===== src/rtl/stream_pkg.sv =====
// Shared types and helpers for the packet stream blocks.
// Latency: n/a (package only).
// Backpressure: n/a (package only).
package stream_pkg;

    // Packet framing state: waiting for sop, accumulating, or waiting for eop
    // after the expected number of entries has already been taken.
    typedef enum logic [1:0] {
        IDLE  = 2'd0,
        BUSY  = 2'd1,
        DRAIN = 2'd2
    } state_t;

    // Index width for a packet of 'length' entries, never narrower than 1 bit.
    function automatic int calc_awidth(input int length);
        int w;
        w = $clog2(length);
        return (w < 1) ? 1 : w;
    endfunction

endpackage


===== src/rtl/packet_peak_detector.sv =====
// Per-packet peak detector: max, index of first max, exact sum and framing error.
// Latency: result registered, source_valid pulses one cycle after the terminating beat.
// Backpressure: none; every valid beat is accepted, results cannot be stalled.
//
// Ports:
//   clk, reset          : single clock, synchronous active-high reset
//   sink_valid/sop/eop  : input framing, sop/eop qualified by sink_valid
//   sink_data           : signed input entry
//   source_valid        : one-cycle result pulse
//   source_max/argmax   : packet maximum and index of its first occurrence
//   source_sum          : exact signed packet sum
//   source_error        : length/framing error for the reported packet
//
// Build option PACKET_PEAK_DETECTOR_SUM_EN: when defined the sum accumulator is
// built; when undefined source_sum is tied to zero and no accumulator exists.
module packet_peak_detector
    import stream_pkg::*;
#(
    parameter int WIDTH  = 16,
    parameter int LENGTH = 1024,
    localparam int AWIDTH = calc_awidth(LENGTH),
    localparam int SWIDTH = WIDTH + AWIDTH
) (
    input  logic              clk,
    input  logic              reset,
    input  logic              sink_valid,
    input  logic              sink_sop,
    input  logic              sink_eop,
    input  logic [WIDTH-1:0]  sink_data,
    output logic              source_valid,
    output logic [WIDTH-1:0]  source_max,
    output logic [AWIDTH-1:0] source_argmax,
    output logic [SWIDTH-1:0] source_sum,
    output logic              source_error
);

    // Index of the last expected entry, one bit wider than the counter so the
    // incremented count can be compared without wrapping.
    localparam logic [AWIDTH:0] LAST_IDX   = (AWIDTH + 1)'(LENGTH - 1);
    // A packet that starts and ends on the same beat is only legal for LENGTH 1.
    localparam logic            SINGLE_ERR = (LENGTH != 1);

    // Accumulation state
    state_t              state_q, state_d;
    logic [AWIDTH-1:0]   cnt_q, cnt_d;
    logic [WIDTH-1:0]    max_q, max_d;
    logic [AWIDTH-1:0]   argmax_q, argmax_d;
    logic [AWIDTH:0]     cnt_inc;

    // Output register stage
    logic                out_vld_q, out_vld_d;
    logic [WIDTH-1:0]    out_max_q, out_max_d;
    logic [AWIDTH-1:0]   out_argmax_q, out_argmax_d;
    logic                out_err_q, out_err_d;

`ifdef PACKET_PEAK_DETECTOR_SUM_EN
    logic [SWIDTH-1:0]   sum_q, sum_d;
    logic [SWIDTH-1:0]   out_sum_q, out_sum_d;
    logic [SWIDTH-1:0]   data_sext;

    assign data_sext = {{AWIDTH{sink_data[WIDTH-1]}}, sink_data};
`endif

    always_comb begin
        state_d      = state_q;
        cnt_d        = cnt_q;
        max_d        = max_q;
        argmax_d     = argmax_q;
        out_vld_d    = 1'b0;
        out_max_d    = out_max_q;
        out_argmax_d = out_argmax_q;
        out_err_d    = out_err_q;
`ifdef PACKET_PEAK_DETECTOR_SUM_EN
        sum_d        = sum_q;
        out_sum_d    = out_sum_q;
`endif
        cnt_inc      = {1'b0, cnt_q} + (AWIDTH + 1)'(1);

        if (sink_valid) begin
            if (sink_sop) begin
                // A sop inside a packet closes the old one as malformed.
                if (state_q != IDLE) begin
                    out_vld_d    = 1'b1;
                    out_max_d    = max_q;
                    out_argmax_d = argmax_q;
                    out_err_d    = 1'b1;
`ifdef PACKET_PEAK_DETECTOR_SUM_EN
                    out_sum_d    = sum_q;
`endif
                end

                max_d    = sink_data;
                argmax_d = '0;
                cnt_d    = '0;
`ifdef PACKET_PEAK_DETECTOR_SUM_EN
                sum_d    = data_sext;
`endif

                if (sink_eop) begin
                    // Single-beat packet; overrides any aborted result above
                    // since only one result can be registered per cycle.
                    out_vld_d    = 1'b1;
                    out_max_d    = sink_data;
                    out_argmax_d = '0;
                    out_err_d    = SINGLE_ERR;
`ifdef PACKET_PEAK_DETECTOR_SUM_EN
                    out_sum_d    = data_sext;
`endif
                    state_d      = IDLE;
                end else begin
                    state_d      = BUSY;
                end
            end else begin
                unique case (state_q)
                    BUSY: begin
                        cnt_d = cnt_inc[AWIDTH-1:0];
                        // Strict compare keeps the earliest index on ties.
                        if ($signed(sink_data) > $signed(max_q)) begin
                            max_d    = sink_data;
                            argmax_d = cnt_inc[AWIDTH-1:0];
                        end
`ifdef PACKET_PEAK_DETECTOR_SUM_EN
                        sum_d = sum_q + data_sext;
`endif
                        if (sink_eop) begin
                            out_vld_d    = 1'b1;
                            out_max_d    = max_d;
                            out_argmax_d = argmax_d;
                            out_err_d    = (cnt_inc != LAST_IDX);
`ifdef PACKET_PEAK_DETECTOR_SUM_EN
                            out_sum_d    = sum_d;
`endif
                            state_d      = IDLE;
                        end else if (cnt_inc == LAST_IDX) begin
                            state_d      = DRAIN;
                        end
                    end
                    DRAIN: begin
                        // Excess entries are not part of the result.
                        if (sink_eop) begin
                            out_vld_d    = 1'b1;
                            out_max_d    = max_q;
                            out_argmax_d = argmax_q;
                            out_err_d    = 1'b1;
`ifdef PACKET_PEAK_DETECTOR_SUM_EN
                            out_sum_d    = sum_q;
`endif
                            state_d      = IDLE;
                        end
                    end
                    default: begin
                        // IDLE: beats without sop are dropped.
                    end
                endcase
            end
        end
    end

    always_ff @(posedge clk) begin
        if (reset) begin
            state_q      <= IDLE;
            cnt_q        <= '0;
            max_q        <= '0;
            argmax_q     <= '0;
            out_vld_q    <= 1'b0;
            out_max_q    <= '0;
            out_argmax_q <= '0;
            out_err_q    <= 1'b0;
        end else begin
            state_q      <= state_d;
            cnt_q        <= cnt_d;
            max_q        <= max_d;
            argmax_q     <= argmax_d;
            out_vld_q    <= out_vld_d;
            out_max_q    <= out_max_d;
            out_argmax_q <= out_argmax_d;
            out_err_q    <= out_err_d;
        end
    end

`ifdef PACKET_PEAK_DETECTOR_SUM_EN
    always_ff @(posedge clk) begin
        if (reset) begin
            sum_q     <= '0;
            out_sum_q <= '0;
        end else begin
            sum_q     <= sum_d;
            out_sum_q <= out_sum_d;
        end
    end

    assign source_sum = out_sum_q;
`else
    assign source_sum = '0;
`endif

    assign source_valid  = out_vld_q;
    assign source_max    = out_max_q;
    assign source_argmax = out_argmax_q;
    assign source_error  = out_err_q;

endmodule

===== config.mk =====
export PLATFORM = sky130hd
export DESIGN_NAME = packet_peak_detector
export DESIGN_NICKNAME = d
export VERILOG_FILES = /design/src/rtl/stream_pkg.sv /design/src/rtl/packet_peak_detector.sv
export SDC_FILE = /design/constraint.sdc
export NUM_CORES = 1
export LEC_CHECK = 0
export BUFFER_PORTS_ARGS = -buffer_cell sky130_fd_sc_hd__buf_4
export CORE_UTILIZATION = 57
export DETAILED_ROUTE_END_ITERATION = 10
export PLACE_DENSITY = 0.8
export RECOVER_POWER = 25
export SLEW_MARGIN = 10
export SYNTH_ARGS = -nofsm -noshare
export SYNTH_HDL_FRONTEND = slang
export SYNTH_SLANG_ARGS = --single-unit

===== constraint.sdc =====
create_clock -name clk -period 6.3 [get_ports clk]
set_input_delay 0.315 -clock clk [delete_from_list [all_inputs] [get_ports clk]]
set_output_delay 0.315 -clock clk [all_outputs]
set_load 0.005 [all_outputs]

==> parameters.txt, run 1 <==
Parameter                              Value

Place
  Placed cell count    696
  Placement-stage cell area    0.00496 mm²
  Routability Congestion    0.890
  PortBufs    48
  Detail Placement HPWL    8550 µm

Critical path
  Worst path buffer plus inverter count    3
  Slowest stage cell, crit path    sky130_fd_sc_hd__o22a_1
  Type of the worst setup path    reg2reg
  Maximum fanout along the worst path    24
  Arrival time worst endpoint    3980 ps
  Highest cell delay on the worst timing path    660 ps
  Most used cell, CP    sky130_fd_sc_hd__inv_1
  Worst path cell trace    inv_1 -> ha_1 -> inv_1 -> o22a_1 -> nand4_1 -> a21boi_0 -> buf_4 -> o211ai_1
  Kind of end point of the critical path    flip-flop
  Crit path max-delay family    compound AO/OA/AOI/OAI gates
  Data required time of the critical path    6570 ps
  Kind of start point of the critical path    flip-flop

Run status
  Outcome    finished, final reports clean

Synth
  Post-Synthesis Mean Instance Area    7.95 µm²
  Share of synthesized area occupied by flip-flops and latches    0.277
  Number of flops mapped to enable cells by yosys    0
  Share of synthesized registers carrying an async set or reset    0
  Ys flop type    sky130_fd_sc_hd__dfxtp_1
  Yosys top cell by area    sky130_fd_sc_hd__dfxtp_1
  Share of the synthesized area in the top cell type    0.277
  Number of warnings printed during yosys synthesis    0
  Post-synth design cell area    0.00477 mm²
  Number of synthesized register bits    66
  Number of instances in the synthesized netlist    600
  Dominant cells by area after synthesis    sky130_fd_sc_hd__dfxtp_1 (28%), sky130_fd_sc_hd__a41oi_1 (7.7%), sky130_fd_sc_hd__ha_1 (5.5%)
  Number of library cell types mapped by synthesis    55

Routing
  Number of remaining DRC errors    0
  Iter 0 DRT Violations    672
  Mean number of vias per cell    6.88
  Routed length per instance    18.5 µm
  DR vias    4896
  Pre-antenna DRT Iters    6
  Final routed wirelength across all metal layers    13200 µm
  Final antenna-violating net count    0

Power and ir drop
  Peak supply drop    141 µV
  Ratio of total power to cell area    222 mW/mm²
  Pleak    1.85 nW

CTS
  CTS resizes    0
  Hold-fix buffers at CTS    0
  Number of clock sinks    66
  Clock Root Buffer    sky130_fd_sc_hd__clkbuf_8
  Number of CTS-inserted buffers    9
  TritonCTS clock tree    built
  Insertion delay of the later-clocked pin in the worst-skew pair    360 ps
  Clock edge transition at the registers on the reported setup and hold paths    70 ps
  H-tree depth    3
  Post-CTS setup repair buffer count    0
  Clock Tree Buf Depth    2

Floorplan
  Die outline width    93.5 µm
  Overall die area    0.00874 mm²
  Io pins    75
  Placeable core region    0.00793 mm²
  Row count    32
  Overall die height    93.5 µm
  Starting density of the core    0.602

STA
  Total Neg Setup Slack    0 ps
  Final setup fails    0
  Fmax    0.270 GHz
  Total count of hold-check failures in the final report    0
  Tcrit/Tclk final    0.588
  Final Max Slew Viols    0
  Unrepaired setup endpoints after global routing    false
  Relative slew slack    0.374
  Worst-margin pin slew    939 ps
  Clock skew    12.5 ps
  Crit path time final    3710 ps

Layout
  Antenna cell count    0
  Post-layout nets    647
  Area of combinational cells with multiple inputs    0.00301 mm²
  Post-layout instance area    0.00518 mm²
  Most frequent standard cell in the layout excluding fill and tap cells    sky130_fd_sc_hd__dfxtp_1
  Cell Count, Final, Fillers Out    712
  Proportion of layout cells with a drive suffix above 1    0.130
  Sequential Area    0.00132 mm²
  Layout area overhead    8.58%
  Final design utilization    0.653
  Most frequent cells in the layout    sky130_fd_sc_hd__dfxtp_1 (66), sky130_fd_sc_hd__a21oi_1 (44), sky130_fd_sc_hd__o21ai_0 (44)
  Filler Cells Inserted    688

Global route
  Global Route Usage Sum    0.313
  Global-route wire length before repair    21800 µm
  Total congestion overflow after global routing    0
  Via count of the first global-routing pass    4324
  Maximum number of pins on one net before global-route repair    65
  Antenna violations before repair    0

Hold path
  Classification of the worst-slack hold path    in2reg

Run
  Number of maximum-capacitance constraint violations    0
## cell usage after synthesis (16+ instances only)
master and count:
sky130_fd_sc_hd__nand3_1 36, sky130_fd_sc_hd__dfxtp_1 66, sky130_fd_sc_hd__a22oi_1 16, sky130_fd_sc_hd__nand2_1 42, sky130_fd_sc_hd__o211ai_1 21, sky130_fd_sc_hd__inv_1 23, sky130_fd_sc_hd__a21oi_1 44, sky130_fd_sc_hd__a31oi_1 16
sky130_fd_sc_hd__clkbuf_1 38, sky130_fd_sc_hd__buf_4 29, sky130_fd_sc_hd__nor2_1 20, sky130_fd_sc_hd__o21ai_0 44, sky130_fd_sc_hd__mux2i_1 21, sky130_fd_sc_hd__a41oi_1 42, sky130_fd_sc_hd__ha_1 21
## worst register-to-register path: cells and delay by family, from the launching register on
family / cells / cell delay, ps
DFF: 1 / 370
adders and majority gates: 1 / 440
AOI/OAI and AO/OA: 3 / 1240
and+or+nand+nor: 1 / 640
buffers and inverters: 3 / 950
## final timing paths
kind                            slack (ps)                             to               startpoint  cells after the start
worst min-delay path                   240        source_valid$_SDFF_PP0_               sink_valid                      3
worst min register to register         500        state_q[1]$_SDFFE_PP0P_  state_q[1]$_SDFFE_PP0P_                      2
worst max register to register        2590  source_argmax[2]$_SDFFE_PP0P_   max_q[15]$_SDFFE_PP0P_                      8
worst max-delay path                  2590  source_argmax[2]$_SDFFE_PP0P_   max_q[15]$_SDFFE_PP0P_                      8
## cell type report
| cell class | count | share of cell area |
|---|---|---|
| clock inverters | 5 | 0.0150 |
| well taps | 102 | 0.0246 |
| repair buffers | 55 | 0.0797 |
| clock buffers | 11 | 0.0273 |
| flip-flops and latches | 66 | 0.255 |
| inverters | 23 | 0.0167 |
| multi-input cells | 450 | 0.582 |
## registers in the layout, summed over array words and instances, names as in the netlist
register and flops:
cnt_q 10, source_valid 1, argmax_q 10, source_error 1, source_max 16, state_q 2, max_q 16, source_argmax 10
## power by group
part / internal (mW) / switching (mW) / total [mW]
combinational: 0.0953 / 0.188 / 0.283
clock: 0.233 / 0.173 / 0.406
sequential: 0.440 / 0.0212 / 0.461
total: 0.768 / 0.382 / 1.15
## logic make-up (layout without fill, tap and decap cells)
group / Yosys count / count (layout) / synth area share
compound gates: 236 / 236 / 0.347
xor+xnor: 9 / 9 / 0.0165
fa+ha+maj: 21 / 21 / 0.0551
buf+inv: 109 / 94 / 0.114
flops: 66 / 66 / 0.277
mux: 22 / 22 / 0.0464
other cells: 1 / 26 / 0.000786
simple gates: 136 / 136 / 0.143
## per-stage QoR
stage          power (mW)  hold WS (ps)  setup WS [ps]
3_3_place_gp        0.738           476           2810
4_1_cts              1.15           232           2650
5_1_grt              1.20           253           2330
2_1_floorplan       0.675           431           3950
6_report             1.15           243           2590
3_5_place_dp        0.747           489           2610
## metal layers
metal	track usage	part of all wire
met5	0	0
met2	0.488	0.48
met3	0.0390	0.078
met1	0.432	0.43
met4	0.136	0.016
No activity file was read; power rests on OpenSTA's default activity.
==> inputs of run 2 (changes only) <==
- CORE_UTILIZATION: 57 -> 52
- PLACE_DENSITY: 0.8 -> 0.77
- clock period: 6.3 -> 3.4 ns (I/O delays scaled with it)
==> run 2 against run 1 <==
The flow now finishes with violations (design-rule violations). First-iteration DRC count down 42%. Clock skew down 0.97 ps. Worst hold slack worse by 160 ps. Die area up 9.4%. Worst setup slack worse by 2300 ps. Critical path depth down 1. Sequential cell count unchanged. Cell area up 1.5%. Maximum frequency up 20%. Sequential power up 85%. Critical endpoint is now argmax_q[5]$_SDFFE_PP0P_. Largest cell class unchanged. Highest routed layer unchanged.
==> parameters.txt, run 2 (same netlist as run 1, synthesis figures left out) <==
Parameter                              Value

Power and ir drop
  Part of the power in combinational logic    0.253 (+0.007)
  Ratio of total power to cell area    414 mW/mm² (+87%)
  Switching share of total power    0.346 (+0.0134)
  Peak supply drop    247 µV (+75%)
  Relative contribution of sequential cells to total power    0.391 (-0.010)
  Total net switching power    753 µW (+97%)
  Pleak    1.89 nW (+1.8%)
  Total internal power    1.43 mW (+86%)
  Clk network pwr share    0.357 (+0.004)

STA
  Total count of hold-check failures in the final report    0 (unchanged)
  Worst setup margin    314 ps (-2280 ps)
  Relative slew slack    0.325 (-0.0490)
  Worst-margin pin slew    1010 ps (+74.5 ps)
  Fmax    0.324 GHz (+20%)
  Unrepaired setup endpoints after global routing    false
  Tcrit/Tclk final    0.908 (+0.319)
  Worst Hold Slack    85.3 ps (-157 ps)
  Final setup fails    0 (unchanged)
  Total Neg Setup Slack    0 ps (unchanged)
  Crit path time final    3090 ps (-621 ps)
  Clock skew    11.5 ps (-0.969 ps)
  Final Max Slew Viols    0 (unchanged)

Routing
  Final antenna-violating net count    0 (unchanged)
  Number of remaining DRC errors    14 (+14)
  Pre-antenna DRT Iters    8 (+2)
  Mean number of vias per cell    6.69 (-2.8%)
  Final routed wirelength across all metal layers    13400 µm (+1.4%)
  DR vias    4868 (-0.57%)
  Routed length per instance    18.4 µm (-0.86%)
  Iter 0 DRT Violations    389 (-42%)

Floorplan
  Io pins    75 (unchanged)
  Overall die height    97.8 µm (+4.6%)
  Die outline width    97.8 µm (+4.6%)
  Overall die area    0.00956 mm² (+9.4%)
  Placeable core region    0.00881 mm² (+11%)
  Starting density of the core    0.542 (-0.0600)
  Row count    34 (+6.3%)

CTS
  H-tree depth    3 (unchanged)
  Clock Root Buffer    sky130_fd_sc_hd__clkbuf_8
  Insertion delay of the later-clocked pin in the worst-skew pair    350 ps (about the same)
  Post-CTS setup repair buffer count    0 (unchanged)
  Clock Tree Buf Depth    2 (unchanged)
  Number of clock sinks    66 (unchanged)
  Hold-fix buffers at CTS    0 (unchanged)
  Clock edge transition at the registers on the reported setup and hold paths    90 ps (+20 ps)
  Number of CTS-inserted buffers    9 (unchanged)
  TritonCTS clock tree    built
  CTS resizes    0 (unchanged)

Global route
  Maximum number of pins on one net before global-route repair    44 (-32%)
  Total congestion overflow after global routing    0 (unchanged)
  Global Route Usage Sum    0.281 (-0.0321)
  Global-route wire length before repair    22000 µm (+1.2%)
  Via count of the first global-routing pass    4421 (+2.2%)
  Antenna violations before repair    0 (unchanged)

Place
  PortBufs    48 (unchanged)
  Detail Placement HPWL    8810 µm (+3.0%)
  Dpl ws    443 ps (-2160 ps)
  Placed cell count    712 (+2.3%)
  Routability Congestion    0.907 (+2.0%)

Layout
  Antenna cell count    0 (unchanged)
  Most frequent cells in the layout    sky130_fd_sc_hd__dfxtp_1 (66), sky130_fd_sc_hd__a21oi_1 (44), sky130_fd_sc_hd__o21ai_0 (44)
  Cell Count, Final, Fillers Out    728 (+2.2%)
  Proportion of layout cells with a drive suffix above 1    0.140 (+0.0108)
  Area of combinational cells with multiple inputs    0.00301 mm² (unchanged)
  Final design utilization    0.597 (-0.0563)
  Filler Cells Inserted    793 (+15%)
  Most frequent standard cell in the layout excluding fill and tap cells    sky130_fd_sc_hd__dfxtp_1
  Layout area overhead    10.2%
  Sequential Area    0.00132 mm² (unchanged)
  Post-layout nets    657 (+1.5%)

Critical path
  Worst path buffer plus inverter count    2 (-1)
  Most used cell, CP    sky130_fd_sc_hd__inv_1
  Critical Path Start    max_q[15]$_SDFFE_PP0P_
  Register-to-register path setup slack    310 ps (-2280 ps)
  Kind of start point of the critical path    flip-flop
  Highest cell delay on the worst timing path    500 ps (-160 ps)
  Worst path cell trace    inv_1 -> ha_1 -> inv_1 -> o22a_1 -> and3_4 -> o2111a_1 -> a22o_1
  Kind of end point of the critical path    flip-flop
  Cells on worst reg2reg path    7 (-1)
  Destination of the worst register-to-register timing path    argmax_q[5]$_SDFFE_PP0P_
  FF-to-FF Start    max_q[15]$_SDFFE_PP0P_
  Maximum fanout along the worst path    32 (+33%)
  Type of the worst setup path    reg2reg
  Crit path max-delay family    compound AO/OA/AOI/OAI gates
  Slowest stage cell, crit path    sky130_fd_sc_hd__and3_4
  Arrival time worst endpoint    3380 ps (-600 ps)
  Data required time of the critical path    3700 ps (-2870 ps)

Hold path
  Hold path endpoint    source_valid$_SDFF_PP0_
  Number of instances on the worst hold path    3 (unchanged)
  Launch point of the worst hold path    sink_valid
  Classification of the worst-slack hold path    in2reg

Run status
  Failing checks    design-rule violations
  Outcome    complete, but fails checks

Run
  Number of maximum-capacitance constraint violations    0 (unchanged)
[run 2: cell type report]
type                       count  area share
multi-input combinational    450       0.573
sequential                    66       0.251
timing repair buffer          65      0.0907
tap                          108      0.0257
clock buffer                   9      0.0236
clock inverter                 7      0.0193
inverter                      23      0.0164
[run 2: through the flow]
stage          instance area [µm²]  total power [mW]
2_1_floorplan                 4860              1.25
3_3_place_gp                  5040              1.39
3_5_place_dp                  5040              1.41
4_1_cts                       5270              2.17
5_1_grt                       5260              2.27
6_report                      5260              2.18
[run 2: worst max-delay path by stage]
| stage | endpoint | slack (ps) | depth (start not counted) |
|---|---|---|---|
| 5_1_grt | max_q[9]$_SDFFE_PP0P_ | 140 | 8 |
| 3_5_place_dp | argmax_q[5]$_SDFFE_PP0P_ | 440 | 7 |
| 3_3_place_gp | source_argmax[5]$_SDFFE_PP0P_ | 570 | 7 |
| 6_report | argmax_q[5]$_SDFFE_PP0P_ | 310 | 7 |
| 2_1_floorplan | max_q[10]$_SDFFE_PP0P_ | 1050 | 10 |
| 4_1_cts | source_argmax[5]$_SDFFE_PP0P_ | 420 | 7 |
[run 2: layer usage]
layer	vias to the layer above	wire (µm)	GRT usage
met1	2286	5620	0.382
met5	-	0	0
met4	0	201	0.114
met3	18	1360	0.0365
li1	2284	-	-
met2	280	6200	0.451
[run 2: worst register-to-register path, delay by kind of cell (launching register included)]
family | cells | cell delay [ps]
adders and majority gates | 1 | 430
AOI/OAI and AO/OA | 3 | 1190
buffers and inverters | 2 | 540
and+or+nand+nor | 1 | 500
DFF | 1 | 390
[run 2: power by group through the flow]
| stage | clock [mW] | sequential [mW] | combinational [mW] |
|---|---|---|---|
| floorplan | 0 | 0.861 | 0.390 |
| global placement | 0 | 0.866 | 0.528 |
| detailed placement | 0 | 0.868 | 0.539 |
| CTS | 0.777 | 0.850 | 0.542 |
| global route | 0.806 | 0.856 | 0.602 |
| finish | 0.777 | 0.851 | 0.550 |
